<file path="src/rtl/semaphore_pkg.sv">
// Purpose: shared types and helpers for the semaphore lock arbiter (state enum, owner width, round-robin search).
// Latency: n/a (types and pure functions only).
// Backpressure: n/a; there is no flow control, requests are level-held until granted.
package semaphore_pkg;

  typedef enum logic {
    SEM_FREE   = 1'b0,
    SEM_LOCKED = 1'b1
  } sem_state_e;

  // The search function works on fixed-width vectors so it can live in the
  // package; slots zero-extend their per-core vectors up to this width.
  localparam int unsigned MAX_CORES = 32;
  localparam int unsigned RR_IDX_W  = 5;

  typedef struct packed {
    logic                vld;
    logic [RR_IDX_W-1:0] idx;
  } rr_pick_t;

  function automatic int unsigned owner_width(input int unsigned cores);
    return (cores <= 1) ? 1 : $clog2(cores);
  endfunction

  // First requester at or after ptr, wrapping modulo n, skipping excluded cores.
  // ptr < n always holds, so a single conditional subtract implements the wrap.
  function automatic rr_pick_t rr_search(
    input logic [MAX_CORES-1:0] req,
    input logic [MAX_CORES-1:0] excl,
    input logic [RR_IDX_W-1:0]  ptr,
    input int unsigned          n
  );
    rr_pick_t    pick;
    int unsigned cand;
    pick = '0;
    for (int unsigned i = 0; i < MAX_CORES; i++) begin
      cand = 32'(ptr) + i;
      if (cand >= n) cand = cand - n;
      if ((i < n) && !pick.vld && req[cand[RR_IDX_W-1:0]] && !excl[cand[RR_IDX_W-1:0]]) begin
        pick.vld = 1'b1;
        pick.idx = cand[RR_IDX_W-1:0];
      end
    end
    return pick;
  endfunction

endpackage

</file>
<file path="src/rtl/semaphore_slot.sv">
// Purpose: one semaphore's FREE/LOCKED state, round-robin pointer, hold counter and grant register.
// Latency: request in cycle N -> grant in cycle N+1; release/timeout hand off at the same edge.
// Backpressure: none; losing requesters simply keep their level request asserted.
// Ports: clk_i/rst_ni clock and async active-low reset; lock_req_i/release_i per-core
//        request level and release strobe; grant_o one-hot grant; locked_o owned flag;
//        owner_o last owner index; timeout_o one-cycle forced-release pulse.
module semaphore_slot
  import semaphore_pkg::*;
#(
  parameter int unsigned NumCores      = 2,
  parameter int unsigned TimeoutCycles = 0,
  parameter int unsigned OwnerW        = 1
) (
  input  logic                clk_i,
  input  logic                rst_ni,
  input  logic [NumCores-1:0] lock_req_i,
  input  logic [NumCores-1:0] release_i,
  output logic [NumCores-1:0] grant_o,
  output logic                locked_o,
  output logic [OwnerW-1:0]   owner_o,
  output logic                timeout_o
);

  sem_state_e          state_q;
  logic [NumCores-1:0] grant_q;
  logic [OwnerW-1:0]   owner_q;
  logic [OwnerW-1:0]   rr_ptr_q;
  logic                timeout_q;

  logic                owner_rel;
  logic                tmo_fire;
  logic                rearb;
  rr_pick_t            pick;
  logic [OwnerW-1:0]   win_idx;
  logic [OwnerW-1:0]   win_next_ptr;
  logic [RR_IDX_W:0]   next_ptr_wide;
  logic [NumCores-1:0] win_onehot;

  // grant_q is the owner one-hot while LOCKED and zero while FREE, so it
  // doubles as the release filter and as the arbitration exclude mask.
  assign owner_rel = (state_q == SEM_LOCKED) && (|(release_i & grant_q));
  assign rearb     = (state_q == SEM_FREE) || owner_rel || tmo_fire;
  assign pick      = rr_search(MAX_CORES'(lock_req_i), MAX_CORES'(grant_q),
                               RR_IDX_W'(rr_ptr_q), NumCores);

  assign win_idx       = pick.idx[OwnerW-1:0];
  assign next_ptr_wide = {1'b0, pick.idx} + (RR_IDX_W+1)'(1);
  assign win_next_ptr  = (next_ptr_wide == (RR_IDX_W+1)'(NumCores)) ? '0
                                                                     : next_ptr_wide[OwnerW-1:0];

  always_comb begin
    win_onehot          = '0;
    win_onehot[win_idx] = 1'b1;
  end

  if (TimeoutCycles > 0) begin : g_tmo
    // Counter only needs to reach TimeoutCycles-1; it is the firing point.
    localparam int unsigned CntW = (TimeoutCycles <= 1) ? 1 : $clog2(TimeoutCycles);
    localparam logic [CntW-1:0] CntLast = CntW'(TimeoutCycles - 1);
    logic [CntW-1:0] cnt_q;

    assign tmo_fire = (state_q == SEM_LOCKED) && (cnt_q == CntLast) && !owner_rel;

    always_ff @(posedge clk_i or negedge rst_ni) begin
      if (!rst_ni) begin
        cnt_q <= '0;
      end else if (rearb) begin
        cnt_q <= '0;
      end else if (cnt_q != CntLast) begin
        cnt_q <= cnt_q + CntW'(1);
      end
    end
  end else begin : g_no_tmo
    assign tmo_fire = 1'b0;
  end

  always_ff @(posedge clk_i or negedge rst_ni) begin
    if (!rst_ni) begin
      state_q   <= SEM_FREE;
      grant_q   <= '0;
      owner_q   <= '0;
      rr_ptr_q  <= '0;
      timeout_q <= 1'b0;
    end else begin
      // A release that coincides with the timeout suppresses tmo_fire, so no pulse.
      timeout_q <= tmo_fire;
      if (rearb) begin
        if (pick.vld) begin
          state_q  <= SEM_LOCKED;
          grant_q  <= win_onehot;
          owner_q  <= win_idx;
          rr_ptr_q <= win_next_ptr;
        end else begin
          // owner_q deliberately keeps the last holder.
          state_q <= SEM_FREE;
          grant_q <= '0;
        end
      end
    end
  end

  assign grant_o   = grant_q;
  assign locked_o  = (state_q == SEM_LOCKED);
  assign owner_o   = owner_q;
  assign timeout_o = timeout_q;

endmodule

</file>
<file path="src/rtl/semaphore_lock_arbiter.sv">
// Purpose: per-semaphore round-robin lock arbiter gating core write-enables to semaphore storage.
// Latency: grant one cycle after request; WE_toSemaphore is combinational from WE_buffer and grant.
// Backpressure: none; ungranted cores hold lockReq, their write-enables are dropped while not owning.
// Ports: SEMAPHORECTRL_CLK/nRST clock and async active-low reset; lockReq/release/WE_buffer
//        per (semaphore,core) bit s*C+c; grant/locked/owner/timeout registered status;
//        WE_toSemaphore gated write-enable to storage.
module semaphore_lock_arbiter
  import semaphore_pkg::*;
#(
  parameter  int unsigned NumberOfSemaphores = 4,
  parameter  int unsigned NumberOfCores      = 2,
  parameter  int unsigned TimeoutCycles      = 0,
  localparam int unsigned OwnerW             = owner_width(NumberOfCores)
) (
  input  logic                                        SEMAPHORECTRL_CLK,
  input  logic                                        SEMAPHORECTRL_nRST,
  input  logic [NumberOfSemaphores*NumberOfCores-1:0] SEMAPHORECTRL_lockReq,
  input  logic [NumberOfSemaphores*NumberOfCores-1:0] SEMAPHORECTRL_release,
  input  logic [NumberOfSemaphores*NumberOfCores-1:0] SEMAPHORECTRL_WE_buffer,
  output logic [NumberOfSemaphores*NumberOfCores-1:0] SEMAPHORECTRL_grant,
  output logic [NumberOfSemaphores-1:0]               SEMAPHORECTRL_locked,
  output logic [NumberOfSemaphores*OwnerW-1:0]        SEMAPHORECTRL_owner,
  output logic [NumberOfSemaphores-1:0]               SEMAPHORECTRL_timeout,
  output logic [NumberOfSemaphores*NumberOfCores-1:0] SEMAPHORECTRL_WE_toSemaphore
);

  localparam int unsigned C = NumberOfCores;

  for (genvar s = 0; s < NumberOfSemaphores; s++) begin : g_slot
    semaphore_slot #(
      .NumCores      (C),
      .TimeoutCycles (TimeoutCycles),
      .OwnerW        (OwnerW)
    ) u_slot (
      .clk_i      (SEMAPHORECTRL_CLK),
      .rst_ni     (SEMAPHORECTRL_nRST),
      .lock_req_i (SEMAPHORECTRL_lockReq[s*C +: C]),
      .release_i  (SEMAPHORECTRL_release[s*C +: C]),
      .grant_o    (SEMAPHORECTRL_grant[s*C +: C]),
      .locked_o   (SEMAPHORECTRL_locked[s]),
      .owner_o    (SEMAPHORECTRL_owner[s*OwnerW +: OwnerW]),
      .timeout_o  (SEMAPHORECTRL_timeout[s])
    );
  end

  // Pure AND: a WE in the grant cycle passes, a WE after release is dropped.
  assign SEMAPHORECTRL_WE_toSemaphore = SEMAPHORECTRL_WE_buffer & SEMAPHORECTRL_grant;

endmodule
</file>
<file path="config.mk">
export PLATFORM = sky130hd
export DESIGN_NAME = semaphore_lock_arbiter
export DESIGN_NICKNAME = d
export VERILOG_FILES = /design/src/rtl/semaphore_pkg.sv /design/src/rtl/semaphore_slot.sv /design/src/rtl/semaphore_lock_arbiter.sv
export SDC_FILE = /design/constraint.sdc
export NUM_CORES = 1
export LEC_CHECK = 0
export CORE_UTILIZATION = 43
export CTS_CLUSTER_DIAMETER = 150
export DETAILED_ROUTE_END_ITERATION = 8
export GPL_TIMING_DRIVEN = 0
export PLACE_DENSITY = 0.91
export RECOVER_POWER = 100
export SLEW_MARGIN = 20
export SYNTH_ARGS = -nofsm -noshare
export SYNTH_HDL_FRONTEND = slang
export SYNTH_SLANG_ARGS = --single-unit
export TNS_END_PERCENT = 20
</file>
<file path="constraint.sdc">
create_clock -name SEMAPHORECTRL_CLK -period 3.3 [get_ports SEMAPHORECTRL_CLK]
set_input_delay 0.99 -clock SEMAPHORECTRL_CLK [delete_from_list [all_inputs] [get_ports SEMAPHORECTRL_CLK]]
set_output_delay 0.99 -clock SEMAPHORECTRL_CLK [all_outputs]
set_load 0.01 [all_outputs]
</file>
==> reports/results.tsv <==
metric	value	unit
ant_nets	0	
routed_wl	2.31	mm
path_class	input pin to output port	
wl_per_cell	12.0	um
worstMarginPinSlew	902	ps
first_global_vias	889	
setup_viol_count_final	0	
hold_viol	0	
syn_avg_cell_area	10.3	sq um
start_util	0.454	
antenna_found_initial	0	
finClkSkew	6.39	ps
crit_path_start_kind	input pin	
vias	942	
required	2310	ps
seq_area_frac_synth	0.449	
die_y	52.9	um
hold_end	g_slot[2].u_slot.owner_o	
r2r_setup_slack	1980	ps
synthFlopType	dfrtp_1	
vias_per_cell	4.88	
gp_congestion	0.737	
layout_commonest_cell	dlygate4sd3_1	
rows	18	
rsz0062_at_grt	false	
rr_endpoint	g_slot[0].u_slot.grant_o[1]	
grt_pass1_wl	3.55	mm
numCtsBuffers	3	
drt-initial-drc-count	5	
total_power	0.00118	W
post-cts-setup-buffer-count	0	
power_density	709	nW/um^2
timing.fmax	0.317	GHz
cts_sinks	20	
core	2450	sq um
seq_area	500	sq um
clk_latency	290	ps
nets	191	
multiInputGateArea	502	sq um
io_buffer_count	49	
vdd_ir_drop_max	487	uV
slew_headroom	0.397	
die_w	52.9	um
tns	0	ps
hold_path_class	register to register	
worstRegToRegCells	3	
layout_common_cells	dlygate4sd3_1 (29), dfrtp_1 (20), clkdlybuf4s50_1 (20), buf_4 (12), nand2_1 (8)	
yosysWarningCount	0	
post_cts_resized	0	
synth_async_sr_flop_share	1.00	
stdcell_count	193	
drc	0	
dieArea	2800	sq um
synth_seq_cells	20	
endpoint_kind	output port	
synthCells	108	
ioPinCount	54	
num_antenna_cells	0	
whs_path_depth	1	
synth_cell_types	29	
reg2reg_from	g_slot[0].u_slot.grant_o[0]	
hp-start	g_slot[2].u_slot.owner_o	
grt_max_degree	21	
fin_crit	3160	ps
status	completed	
cts_hold_buffers	0	
fillers	220	
syn_to_final_growth	48.7	%
cts_max_path_buffers	2	
dp.cells	190	
drv_slew	0	
first_pass_iters	3	
drive_gt1_frac	0.160	
p_leak	0.763	nW
critical_path.max_fanout	1	
path_clk_slew	110	ps
synth_edf_count	0	
synth_area	1110	sq um
grt_overflow	0	
cts_tree	built	
cap_violations	0	
dp_hpwl	1.92	mm
timing.final.crit_share	0.957	
worst_ep_arrival_time	2170	ps
cts-root-buf	clkbuf_4	
h-tree-depth	1	
grt_usage	0.174	
==> critical path, cell delays in order <==
cell and delay, ps:
clkdlybuf4s50_1 460, and2_1 120, dlygate4sd3_1 600
==> cell type report <==
| cell class | count | area share |
|---|---|---|
| multi-input cells | 75 | 0.303 |
| repair buffers | 49 | 0.296 |
| flip-flops and latches | 20 | 0.302 |
| plain buffers | 12 | 0.0543 |
| inverters | 4 | 0.00906 |
| well taps | 30 | 0.0226 |
| clock buffers | 3 | 0.0136 |
==> logic make-up (layout without fill, tap and decap cells) <==
group	count (synthesis)	in the layout	synth area share
compound gates	24	24	0.193
buf+inv	16	68	0.0943
flops	20	20	0.449
mux	5	5	0.0505
other cells	1	4	0.00336
simple gates	42	42	0.210
==> Yosys cell counts, types with 4 or more instances <==
library cell	n	area share
dfrtp_1	20	0.45
buf_4	12	0.081
nand2_1	8	0.027
and2_1	7	0.039
nand2b_1	7	0.039
o21ai_0	6	0.027
nand3_1	5	0.022
nor2_1	5	0.017
a21boi_2	4	0.040
inv_1	4	0.013
nand2_2	4	0.022
==> flip-flops by register name (all words and copies together), names as in the netlist <==
signal and cells:
g_slot.u_slot.locked_o 4, g_slot.u_slot.grant_o 8, g_slot.u_slot.owner_o 4, g_slot.u_slot.rr_ptr_q 4
==> per-layer routing <==
metal	wire length (um)	GRT usage	vias to the layer above	share of wire
met3	90	0.0287	2	0.039
met4	14	0.0614	0	0.0061
met2	1370	0.350	24	0.59
met5	0	0	-	0
li1	-	-	470	-
met1	837	0.175	446	0.36
==> worst max path at each step <==
stage                     cells after the start                        from                         endpoint
final                                         3  SEMAPHORECTRL_WE_buffer[6]  SEMAPHORECTRL_WE_toSemaphore[6]
after global placement                        3  SEMAPHORECTRL_WE_buffer[3]  SEMAPHORECTRL_WE_toSemaphore[3]
after detailed placement                      3  SEMAPHORECTRL_WE_buffer[6]  SEMAPHORECTRL_WE_toSemaphore[6]
after CTS                                     3  SEMAPHORECTRL_WE_buffer[6]  SEMAPHORECTRL_WE_toSemaphore[6]
after floorplan                               1  SEMAPHORECTRL_WE_buffer[3]  SEMAPHORECTRL_WE_toSemaphore[3]
after global routing                          3  SEMAPHORECTRL_WE_buffer[6]  SEMAPHORECTRL_WE_toSemaphore[6]
==> metrics by stage <==
stage	util	instance area [sq um]	setup WS, ps	hold slack (ps)
after floorplan	-	1130	1130	465
after global placement	0.674	1650	225	481
after detailed placement	0.674	1650	184	490
after CTS	0.683	1680	180	516
after global routing	0.675	1660	76.0	531
final	0.675	1660	141	510
==> power breakdown <==
part / internal (W) / total [W] / switching [W] / leakage [nW]
logic: 0.000355 / 0.000613 / 0.000258 / 0.512
clock network: 0.0000424 / 0.000110 / 0.0000680 / 0.0138
registers: 0.000352 / 0.000452 / 0.000100 / 0.237
total: 0.000749 / 0.00118 / 0.000426 / 0.763
Note: power is estimated with default switching activity, not from simulation.
